**config.mk**
```make
export PLATFORM = sky130hd
export DESIGN_NAME = peripheral_bus_bridge_flat
export DESIGN_NICKNAME = d
export VERILOG_FILES = /design/src/rtl/peripheral_bus_bridge_if.sv /design/src/rtl/peripheral_bus_bridge.sv /design/src/flat_wrapper.sv
export SDC_FILE = /design/constraint.sdc
export NUM_CORES = 1
export LEC_CHECK = 0
export ABC_AREA = 1
export BUFFER_PORTS_ARGS = -buffer_cell sky130_fd_sc_hd__buf_2
export CAP_MARGIN = 20
export CORE_ASPECT_RATIO = 1.1
export CORE_MARGIN = 1.5
export CORE_UTILIZATION = 51
export CTS_CLUSTER_SIZE = 20
export DETAILED_ROUTE_END_ITERATION = 10
export PLACE_DENSITY = 0.95
export SLEW_MARGIN = 10
export SYNTH_ARGS = -nofsm -noshare
export SYNTH_HDL_FRONTEND = slang
export SYNTH_SLANG_ARGS = --single-unit
```
**constraint.sdc**
```tcl
create_clock -name clk -period 8.86 [get_ports clk]
set_input_delay 0 -clock clk [delete_from_list [all_inputs] [get_ports clk]]
set_output_delay 0 -clock clk [all_outputs]
set_load 0.02 [all_outputs]
```
**src/rtl/peripheral_bus_bridge_if.sv**
```systemverilog
// Request/response channel between a bus master and the peripheral bus bridge.
// One request channel (valid/ready) and one response channel (valid/ready).
interface peripheral_bus_bridge_if #(
   parameter int ADDRWIDTH = 9,
   parameter int DATAWIDTH = 32
);
   logic                 bus_valid;
   logic                 bus_ready;
   logic                 bus_we;
   logic [ADDRWIDTH-1:0] bus_addr;
   logic [DATAWIDTH-1:0] bus_wdata;
   logic                 bus_resp_valid;
   logic                 bus_resp_ready;
   logic [DATAWIDTH-1:0] bus_rdata;
   logic                 bus_err;

   modport master (
      output bus_valid, bus_we, bus_addr, bus_wdata, bus_resp_ready,
      input  bus_ready, bus_resp_valid, bus_rdata, bus_err
   );

   modport slave (
      input  bus_valid, bus_we, bus_addr, bus_wdata, bus_resp_ready,
      output bus_ready, bus_resp_valid, bus_rdata, bus_err
   );
endinterface

```
**src/rtl/peripheral_bus_bridge.sv**
```systemverilog
// Peripheral bus bridge: accepts one bus transaction at a time, decodes the
// word address into a core register access (MSB 0) or a core memory access
// (MSB 1), and returns the result on a valid/ready response channel.
// Register and memory write strobes are registered and last exactly one cycle.
module peripheral_bus_bridge #(
   parameter int DATAWIDTH = 32,
   parameter int REGS      = 3,
   parameter int MEMDEPTH  = 256,
   parameter int ADDRWIDTH = 9
) (
   input  logic                               clk,
   input  logic                               reset,
   peripheral_bus_bridge_if.slave             bus,
   output logic [REGS-1:0]                    reg_write_en,
   output logic [DATAWIDTH-1:0]               reg_data_in,
   input  logic [REGS*DATAWIDTH-1:0]          reg_data_out,
   output logic                               mem_write_en,
   output logic [$clog2(MEMDEPTH)-1:0]        mem_address,
   output logic [DATAWIDTH-1:0]               mem_data_in,
   input  logic [DATAWIDTH-1:0]               mem_data_out
);

   localparam int MEMADDRW = $clog2(MEMDEPTH);
   localparam int IDXW     = ADDRWIDTH - 1;
   localparam logic [IDXW-1:0] REGS_IDX = IDXW'(REGS);

   // The region bit must sit above the memory word address.
   if (ADDRWIDTH <= MEMADDRW) begin : g_bad_addrwidth
      $error("peripheral_bus_bridge: ADDRWIDTH must exceed clog2(MEMDEPTH)");
   end

   typedef enum logic [1:0] {
      IDLE,
      EXEC,
      MEM_WAIT,
      RESP
   } state_t;

   state_t                state_q;

   // Latched request attributes, valid from EXEC onwards.
   logic                  we_q;
   logic                  mem_sel_q;
   logic                  reg_ok_q;
   logic [IDXW-1:0]       idx_q;

   // Registered outputs.
   logic                  resp_valid_q;
   logic [DATAWIDTH-1:0]  rdata_q;
   logic                  err_q;
   logic [REGS-1:0]       reg_we_q;
   logic [DATAWIDTH-1:0]  reg_din_q;
   logic                  mem_we_q;
   logic [MEMADDRW-1:0]   mem_addr_q;
   logic [DATAWIDTH-1:0]  mem_din_q;

   // Next values of the write strobes: only ever non-zero on the accepting edge,
   // so each strobe is high for the single EXEC cycle that follows.
   logic [REGS-1:0]       reg_we_d;
   logic                  mem_we_d;

   logic                  bus_ready_w;
   logic                  accept;
   logic                  req_mem;
   logic [IDXW-1:0]       req_idx;
   logic [MEMADDRW-1:0]   req_maddr;
   logic                  req_reg_ok;
   logic [DATAWIDTH-1:0]  reg_rd_sel;

   // Ready only while idle and never during reset.
   assign bus_ready_w = (state_q == IDLE) && !reset;
   assign accept      = bus.bus_valid && bus_ready_w;

   assign req_mem     = bus.bus_addr[ADDRWIDTH-1];
   assign req_idx     = bus.bus_addr[IDXW-1:0];
   assign req_maddr   = bus.bus_addr[MEMADDRW-1:0];
   assign req_reg_ok  = !req_mem && (req_idx < REGS_IDX);

   // Decode the write strobe for the request being accepted this cycle.
   always_comb begin
      reg_we_d = '0;
      mem_we_d = 1'b0;
      if (accept && bus.bus_we) begin
         if (req_mem) begin
            mem_we_d = 1'b1;
         end else if (req_reg_ok) begin
            reg_we_d = REGS'(1) << req_idx;
         end
      end
   end

   // Select the read-back word of the latched register index.
   always_comb begin
      reg_rd_sel = '0;
      for (int i = 0; i < REGS; i++) begin
         if (idx_q == IDXW'(i)) begin
            reg_rd_sel = reg_data_out[i*DATAWIDTH +: DATAWIDTH];
         end
      end
   end

   // Transaction sequencer; all bridge outputs are registers of this block.
   always_ff @(posedge clk or posedge reset) begin
      if (reset) begin
         state_q      <= IDLE;
         we_q         <= 1'b0;
         mem_sel_q    <= 1'b0;
         reg_ok_q     <= 1'b0;
         idx_q        <= '0;
         resp_valid_q <= 1'b0;
         rdata_q      <= '0;
         err_q        <= 1'b0;
         reg_we_q     <= '0;
         reg_din_q    <= '0;
         mem_we_q     <= 1'b0;
         mem_addr_q   <= '0;
         mem_din_q    <= '0;
      end else begin
         reg_we_q <= reg_we_d;
         mem_we_q <= mem_we_d;
         case (state_q)
            IDLE: begin
               if (accept) begin
                  we_q      <= bus.bus_we;
                  mem_sel_q <= req_mem;
                  reg_ok_q  <= req_reg_ok;
                  idx_q     <= req_idx;
                  if (req_mem) begin
                     // Address bits between the region bit and the memory
                     // word address are ignored rather than flagged.
                     mem_addr_q <= req_maddr;
                     if (bus.bus_we) begin
                        mem_din_q <= bus.bus_wdata;
                     end
                  end else if (bus.bus_we && req_reg_ok) begin
                     reg_din_q <= bus.bus_wdata;
                  end
                  state_q <= EXEC;
               end
            end
            EXEC: begin
               if (mem_sel_q) begin
                  if (we_q) begin
                     rdata_q      <= '0;
                     err_q        <= 1'b0;
                     resp_valid_q <= 1'b1;
                     state_q      <= RESP;
                  end else begin
                     // The memory returns data one cycle after the address.
                     state_q <= MEM_WAIT;
                  end
               end else begin
                  if (!reg_ok_q) begin
                     rdata_q <= '0;
                     err_q   <= 1'b1;
                  end else if (!we_q) begin
                     rdata_q <= reg_rd_sel;
                     err_q   <= 1'b0;
                  end else begin
                     rdata_q <= '0;
                     err_q   <= 1'b0;
                  end
                  resp_valid_q <= 1'b1;
                  state_q      <= RESP;
               end
            end
            MEM_WAIT: begin
               rdata_q      <= mem_data_out;
               err_q        <= 1'b0;
               resp_valid_q <= 1'b1;
               state_q      <= RESP;
            end
            RESP: begin
               if (bus.bus_resp_ready) begin
                  resp_valid_q <= 1'b0;
                  rdata_q      <= '0;
                  err_q        <= 1'b0;
                  state_q      <= IDLE;
               end
            end
            default: begin
               state_q <= IDLE;
            end
         endcase
      end
   end

   assign bus.bus_ready      = bus_ready_w;
   assign bus.bus_resp_valid = resp_valid_q;
   assign bus.bus_rdata      = rdata_q;
   assign bus.bus_err        = err_q;

   assign reg_write_en = reg_we_q;
   assign reg_data_in  = reg_din_q;
   assign mem_write_en = mem_we_q;
   assign mem_address  = mem_addr_q;
   assign mem_data_in  = mem_din_q;

endmodule

```
**src/flat_wrapper.sv**
```systemverilog
// flat-port wrapper written by rule: the top's interface ports become plain ports
module peripheral_bus_bridge_flat 
#(
   parameter int DATAWIDTH = 32,
   parameter int REGS      = 3,
   parameter int MEMDEPTH  = 256,
   parameter int ADDRWIDTH = 9
)
  (clk, reset, reg_write_en, reg_data_in, reg_data_out, mem_write_en, mem_address, mem_data_in, mem_data_out, bus_bus_valid, bus_bus_we, bus_bus_addr, bus_bus_wdata, bus_bus_resp_ready, bus_bus_ready, bus_bus_resp_valid, bus_bus_rdata, bus_bus_err);
  peripheral_bus_bridge_if #(.ADDRWIDTH(ADDRWIDTH), .DATAWIDTH(DATAWIDTH)) bus_i ();
  input  logic clk;
  input  logic reset;
  output logic [REGS-1:0] reg_write_en;
  output logic [DATAWIDTH-1:0] reg_data_in;
  input  logic [REGS*DATAWIDTH-1:0] reg_data_out;
  output logic mem_write_en;
  output logic [$clog2(MEMDEPTH)-1:0] mem_address;
  output logic [DATAWIDTH-1:0] mem_data_in;
  input  logic [DATAWIDTH-1:0] mem_data_out;
  input wire logic [$bits(bus_i.bus_valid)-1:0] bus_bus_valid;
  input wire logic [$bits(bus_i.bus_we)-1:0] bus_bus_we;
  input wire logic [$bits(bus_i.bus_addr)-1:0] bus_bus_addr;
  input wire logic [$bits(bus_i.bus_wdata)-1:0] bus_bus_wdata;
  input wire logic [$bits(bus_i.bus_resp_ready)-1:0] bus_bus_resp_ready;
  output wire logic [$bits(bus_i.bus_ready)-1:0] bus_bus_ready;
  output wire logic [$bits(bus_i.bus_resp_valid)-1:0] bus_bus_resp_valid;
  output wire logic [$bits(bus_i.bus_rdata)-1:0] bus_bus_rdata;
  output wire logic [$bits(bus_i.bus_err)-1:0] bus_bus_err;
  assign bus_i.bus_valid = bus_bus_valid;
  assign bus_i.bus_we = bus_bus_we;
  assign bus_i.bus_addr = bus_bus_addr;
  assign bus_i.bus_wdata = bus_bus_wdata;
  assign bus_i.bus_resp_ready = bus_bus_resp_ready;
  assign bus_bus_ready = bus_i.bus_ready;
  assign bus_bus_resp_valid = bus_i.bus_resp_valid;
  assign bus_bus_rdata = bus_i.bus_rdata;
  assign bus_bus_err = bus_i.bus_err;
  peripheral_bus_bridge #(.DATAWIDTH(DATAWIDTH), .REGS(REGS), .MEMDEPTH(MEMDEPTH), .ADDRWIDTH(ADDRWIDTH)) u_core (.clk(clk), .reset(reset), .bus(bus_i), .reg_write_en(reg_write_en), .reg_data_in(reg_data_in), .reg_data_out(reg_data_out), .mem_write_en(mem_write_en), .mem_address(mem_address), .mem_data_in(mem_data_in), .mem_data_out(mem_data_out));
endmodule
```
Word-level counts from Yosys, hierarchy flattened
Index checks and enable logic that the tools add are counted.

storage, ports and cells
  bits in registers = 123
  input bits = 174
  output and inout bits = 111
  logic and storage cells = 67

cells by class
  order comparisons = 1
  eq/ne operators = 8
  shifts and indexed selects = 1
  mux-type cells = 27
  bitwise logic cells = 1
  reduce and logical (&&, ||, !) cells = 16

operators with widths
  kind                                                                    number
  32-bit two-way mux                                                      8
  32-bit one-hot mux with 3 select lines                                  1
  1-bit two-way mux                                                       10
  3-bit two-way mux                                                       3
  8-bit by 1-bit equality test with 1-bit output (second input constant)  1
  8-bit by 2-bit equality test with 1-bit output (second input constant)  1
  8-bit zero test                                                         1
  8-bit by 2-bit < comparator with 1-bit output (second input constant)   1
  2-bit one-hot mux with 4 select lines                                   1
  4-bit AND reduction                                                     2
  1-bit by 8-bit left shift with 3-bit output (first input constant)      1
  1-bit one-hot mux with 3 select lines                                   2
  3-bit AND reduction                                                     2
  1-bit logical AND                                                       5
  2-bit equality test (second input constant)                             2
  2-bit two-way mux                                                       2
  2-bit AND reduction                                                     2
  3-bit by 2-bit != test with 1-bit output (second input constant)        1
  3-bit nonzero test                                                      1
  2-bit by 1-bit equality test with 1-bit output (second input constant)  1
  1-bit zero test                                                         2
  2-bit zero test                                                         1
  2-bit by 1-bit != test with 1-bit output (second input constant)        1
  2-bit != test (second input constant)                                   1
  1-bit NOT                                                               1

Longest topological paths before layout
  depth in word-level cells = 8
  gate-level depth with buffers = 12
  depth with buffers taken out = 9

Least setup slack after synthesis
No wires, ideal clock.

  path type = register to register
  start point = register u_core.state_q[0]
  end point = register u_core.reg_din_q[0] (netlist: u_core.reg_data_in[0])
  setup time = 0.121 ns
  arrival time = 1.752 ns
  data required time = 8.739 ns
  slack = 6.987 ns
  cell stages (with the launch flop) = 13
  buffers on the path = 3
  clock period less this slack = 1.873 ns
  cell sequence = dfrtp_1 -> inv_1 -> ha_1 -> inv_1 -> nor2_2 -> nand2_1 -> buf_6 -> nor2_4 -> nand3_2 -> buf_6 -> buf_6 -> nand2_1 -> o21ai_1

on the way
  longest elaborated chain between the ends = 4

RTL lines
  element                        line                          source
  start, declared                peripheral_bus_bridge.sv:39   state_t state_q;
  start signal, assigned         peripheral_bus_bridge.sv:105  state_q <= IDLE;
  start signal, assigned         peripheral_bus_bridge.sv:138  state_q <= EXEC;
  start signal, assigned         peripheral_bus_bridge.sv:147  state_q <= RESP;
  2-bit zero test                peripheral_bus_bridge.sv:71   assign bus_ready_w = (state_q == IDLE) && !reset;
  1-bit logical AND              peripheral_bus_bridge.sv:71
  net bus_bus_ready              flat_wrapper.sv:25            output wire logic [$bits(bus_i.bus_ready)-1:0] bus_bus_ready;
  1-bit logical AND              peripheral_bus_bridge.sv:72   assign accept = bus.bus_valid && bus_ready_w;
  4-bit AND reduction (no line)  --
  end signal, assigned           peripheral_bus_bridge.sv:136  reg_din_q <= bus.bus_wdata;
  end, declared                  peripheral_bus_bridge.sv:52   logic [DATAWIDTH-1:0] reg_din_q;

The timed path passes the listed nets, and every way through them passes these cells.
A chain may end at the register's enable or synchronous reset.

Worst setup path in the final report
  start point = register u_core.idx_q[6]
  end point = register u_core.rdata_q[21] (netlist: u_core.bus.bus_rdata[21])

on the way
  longest elaborated chain between the ends = 8
  elaborated cells between the ends (all ways) = 10
  those cells by class = 2 x eq/ne; 7 x mux; 1 x reduce/logical

RTL lines
  element                                     line                          source
  start, declared                             peripheral_bus_bridge.sv:45   logic [IDXW-1:0] idx_q;
  start signal, assigned                      peripheral_bus_bridge.sv:127  idx_q <= req_idx;
  8-bit zero test                             peripheral_bus_bridge.sv:96   if (idx_q == IDXW'(i)) begin
  32-bit two-way mux (2 in a row)             peripheral_bus_bridge.sv:96
  32-bit two-way mux (*)                      peripheral_bus_bridge.sv:96
  32-bit two-way mux (*)                      peripheral_bus_bridge.sv:156  end else if (!we_q) begin
  32-bit two-way mux (*)                      peripheral_bus_bridge.sv:153  if (!reg_ok_q) begin
  32-bit two-way mux (*)                      peripheral_bus_bridge.sv:142  if (mem_sel_q) begin
  32-bit one-hot mux with 3 select lines (*)  peripheral_bus_bridge.sv:121  case (state_q)
  end signal, assigned                        peripheral_bus_bridge.sv:157  rdata_q <= reg_rd_sel;
  end signal, assigned                        peripheral_bus_bridge.sv:168  rdata_q <= mem_data_out;
  end, declared                               peripheral_bus_bridge.sv:49   logic [DATAWIDTH-1:0] rdata_q;

Mark *: on every way between the ends. The rest lies on a longest branch, timed or not.

==> results by group <==
Run status
  • Outcome: finished clean

Routing
  • Via count: 7,258
  • Post-route ant nets: 0
  • DR WL/cell: 17.4 um
  • Drt first pass iters: 8
  • Residual DRC: 0
  • DR iter-0 viols: between 800 and 900
  • Drt total wl: 23,300 um
  • Drt via density: ~5.4

Die
  • Die area: 12,600 um2
  • FP Rows: 41
  • Io pins: 285
  • Core ar.: 11,500 um2
  • Die Ht: 117 um
  • Die Wd: 107 um
  • Starting Density: 52.6%

Yosys
  • Mapped Avg Cell Area: 7.63 um2
  • Synth Register Bits: 123
  • Register area share after synthesis: between 50% and 60%
  • Cell count after synthesis: around 800
  • Post-synth cell types: 21
  • Post-Syn Area: 6070 um2
  • Syn nets: 975
  • YS warnings: 0

Layout
  • Proportion of layout cells with a drive suffix above 1: between 20% and 30%
  • Final #Nets: roughly 1,400
  • Layout area overhead: 51.9%
  • Filler instances: 689
  • Multi-input gate area: 2200 um2
  • FF+latch area: 3080 um2

Placed design
  • Detailed placement HPWL: about 13,000 um
  • Routability cong.: 0.903
  • I/O Buffers: around 280

Setup path
  • Setup crit end kind: register
  • Worst EP required: 9190 ps
  • Buffers and inverters on the worst path: 3
  • Setup CP Type: reg -> reg
  • CP max stage cell: inv_1
  • CP startpoint kind: register
  • Arrival time worst endpoint: 3420 ps
  • Critical Path, Cell by Cell: nor2_1 > nand2_1 > inv_1 > nand3_1 > nand3_1 > nand2_1 > dlygate4sd3_1 > a21oi_1 > dlygate4sd3_1
  • Delay-heaviest family, CP: buffers and inverters
  • Max incr delay on CP: around 800 ps
  • Crit Path Max Fanout: 32

STA
  • Tcrit/Tclk final: 34.8%
  • Number of setup violations in the final report: 0
  • Unrepaired setup endpoints after global routing: false
  • Tmin final: 3090 ps
  • Setup TNS: 0 ps
  • Slew Limit Fails: 0
  • Hold Vio Cnt, Final: 0
  • Worst slew pin tran: 1100 ps
  • Highest clock rate: roughly 320 MHz
  • Final Skew: ~11 ps
  • Slew HR: 26.5%

Clock network
  • CTS H-tree depth: 4
  • Post-CTS Resized: 0
  • Clock transition at the registers of the reported paths: 60 ps
  • Clock tree buffer depth: 2
  • Root buf cell: clkbuf_16
  • CTS Buf Count: 17
  • CTS sink count: about 120
  • Clk_lat worst skew: 410 ps
  • TritonCTS clock tree: yes

Power
  • Static Leak: 5.34 nW
  • Power Dens Cells: 320 nW/um2
  • Final Total Pwr: 2.95 mW
  • Peak VDD IR: 0.000181 V

Worst hold path
  • Worst hold-check path type: in -> reg

Global route
  • Remaining Overflow, GRT: 0
  • GRT Util Overall: 37.3%
  • First-pass GRT wire length: 36,200 um
  • Vias in the first global route: 7,345
  • Initial antenna violation count: 6
  • Largest net degree at the start of global routing: 70

Flow run
  • Max_cap viols: 0
[worst paths after layout]
path                                         start                  endpoint  slack [ps]  depth (start not counted)
max in group asynchronous                    reset  u_core.bus.bus_rdata[22]        7260                          4
worst min register to register  u_core.bus.bus_err        u_core.bus.bus_err         480                          2
worst max register to register     u_core.idx_q[6]  u_core.bus.bus_rdata[21]        5770                          9
worst max-delay path               u_core.idx_q[6]  u_core.bus.bus_rdata[21]        5770                          9
worst min-delay path               bus_bus_addr[8]           u_core.reg_ok_q         110                          6
min in group asynchronous                    reset    u_core.mem_data_in[28]         280                          3
[final cells by class]
cell class                      count  area share [%]
Antenna cell                        4           0.109
Clock buffer                       18            4.65
Clock inverter                     14            1.75
Inverter                          153            6.25
Multi-Input combinational cell    474            23.8
Sequential cell                   123            33.4
Tap cell                          150            2.03
Timing Repair Buffer              402            28.0
[logic make-up (layout without fill, tap and decap cells)]
group           count (synthesis)  count (layout)  synth area share (%)
compound gates                186             186                  15.7
buf+inv                       199             587                  13.3
fa+ha+maj                       5               5                  1.03
simple gates                  283             283                  19.3
other cells                     0               4                     0
flops                         123             123                  50.7
[Yosys cell counts]
master	instances	area, um2
inv_2	2	7.51
nand3_1	67	335
nor2_2	2	12.5
nor2_1	11	41.3
a21oi_1	96	480
inv_1	151	567
dfrtp_1	123	3080
buf_6	5	56.3
clkbuf_1	23	86.3
ha_1	5	62.6
a31oi_1	1	6.26
nor3_1	3	15.0
o21ai_1	25	125
nor2_4	1	11.3
buf_2	18	90.1
nand4_1	2	12.5
o21ai_0	58	290
a21boi_0	1	7.51
nand2_1	196	736
o21ai_2	5	43.8
nand3_2	1	10.0
[through the flow]
stage | util, % | hold WS, ps | worst slack [ps] | cells | instance area [um2]
4_1_cts | 79.8 | 85.9 | 5800 | 1334 | 9220
3_3_place_gp | 65.2 | 153 | 6440 | 1192 | 7520
5_1_grt | 79.9 | 137 | 5530 | 1337 | 9220
6_report | 79.9 | 108 | 5770 | 1338 | 9230
3_5_place_dp | 65.2 | 152 | 6170 | 1192 | 7520
2_1_floorplan | - | 51.4 | 5590 | 796 | 6070
[layout by cell type, fill, tap and decap left out, types with 5 or more instances in the layout]
master | Yosys | layout
clkbuf_16 | 0 | 17
nand2_1 | 196 | 194
nand3_1 | 67 | 67
a21oi_1 | 96 | 96
nor2_1 | 11 | 9
buf_2 | 18 | 284
ha_1 | 5 | 5
o21ai_1 | 25 | 25
o21ai_0 | 58 | 58
inv_1 | 151 | 150
dlygate4sd3_1 | 0 | 110
dfrtp_1 | 123 | 123
buf_4 | 0 | 8
o21ai_2 | 5 | 5
[routing by layer]
metal	track usage [%]	vias up	part of all wire [%]
li1	-	3235	-
met1	41.3	3317	35
met2	62.4	571	49
met3	12.3	131	11
met4	20.8	4	5.1
met5	0	-	0.099
[what timing repair did]
action | CTS | global route
buffers inserted | 0 | 0
endpoints found under the hold margin | 171 | 0
hold buffers | 110 | 0
[power breakdown]
group          total [mW]  switching, mW  internal, mW  leakage [nW]
logic                1.38          0.835         0.547          3.47
registers           0.873          0.120         0.753          1.59
clock network       0.695          0.274         0.421         0.284
total                2.95           1.23          1.72          5.34
[worst register-to-register path, cell delays in order, from the launching register on]
cell and delay (ps):
dfrtp_1 390, nor2_1 130, nand2_1 120, inv_1 810, nand3_1 160, nand3_1 150, nand2_1 60, dlygate4sd3_1 550
a21oi_1 110, dlygate4sd3_1 550
[flip-flops by register name (all words and copies together), names as in the netlist, 2 cells and up]
name,flops
u_core.bus.bus_rdata,32
u_core.mem_data_in,32
u_core.reg_data_in,32
u_core.idx_q,8
u_core.mem_address,8
u_core.reg_write_en,3
u_core.state_q,2
No activity file was read; power rests on OpenSTA's default activity.
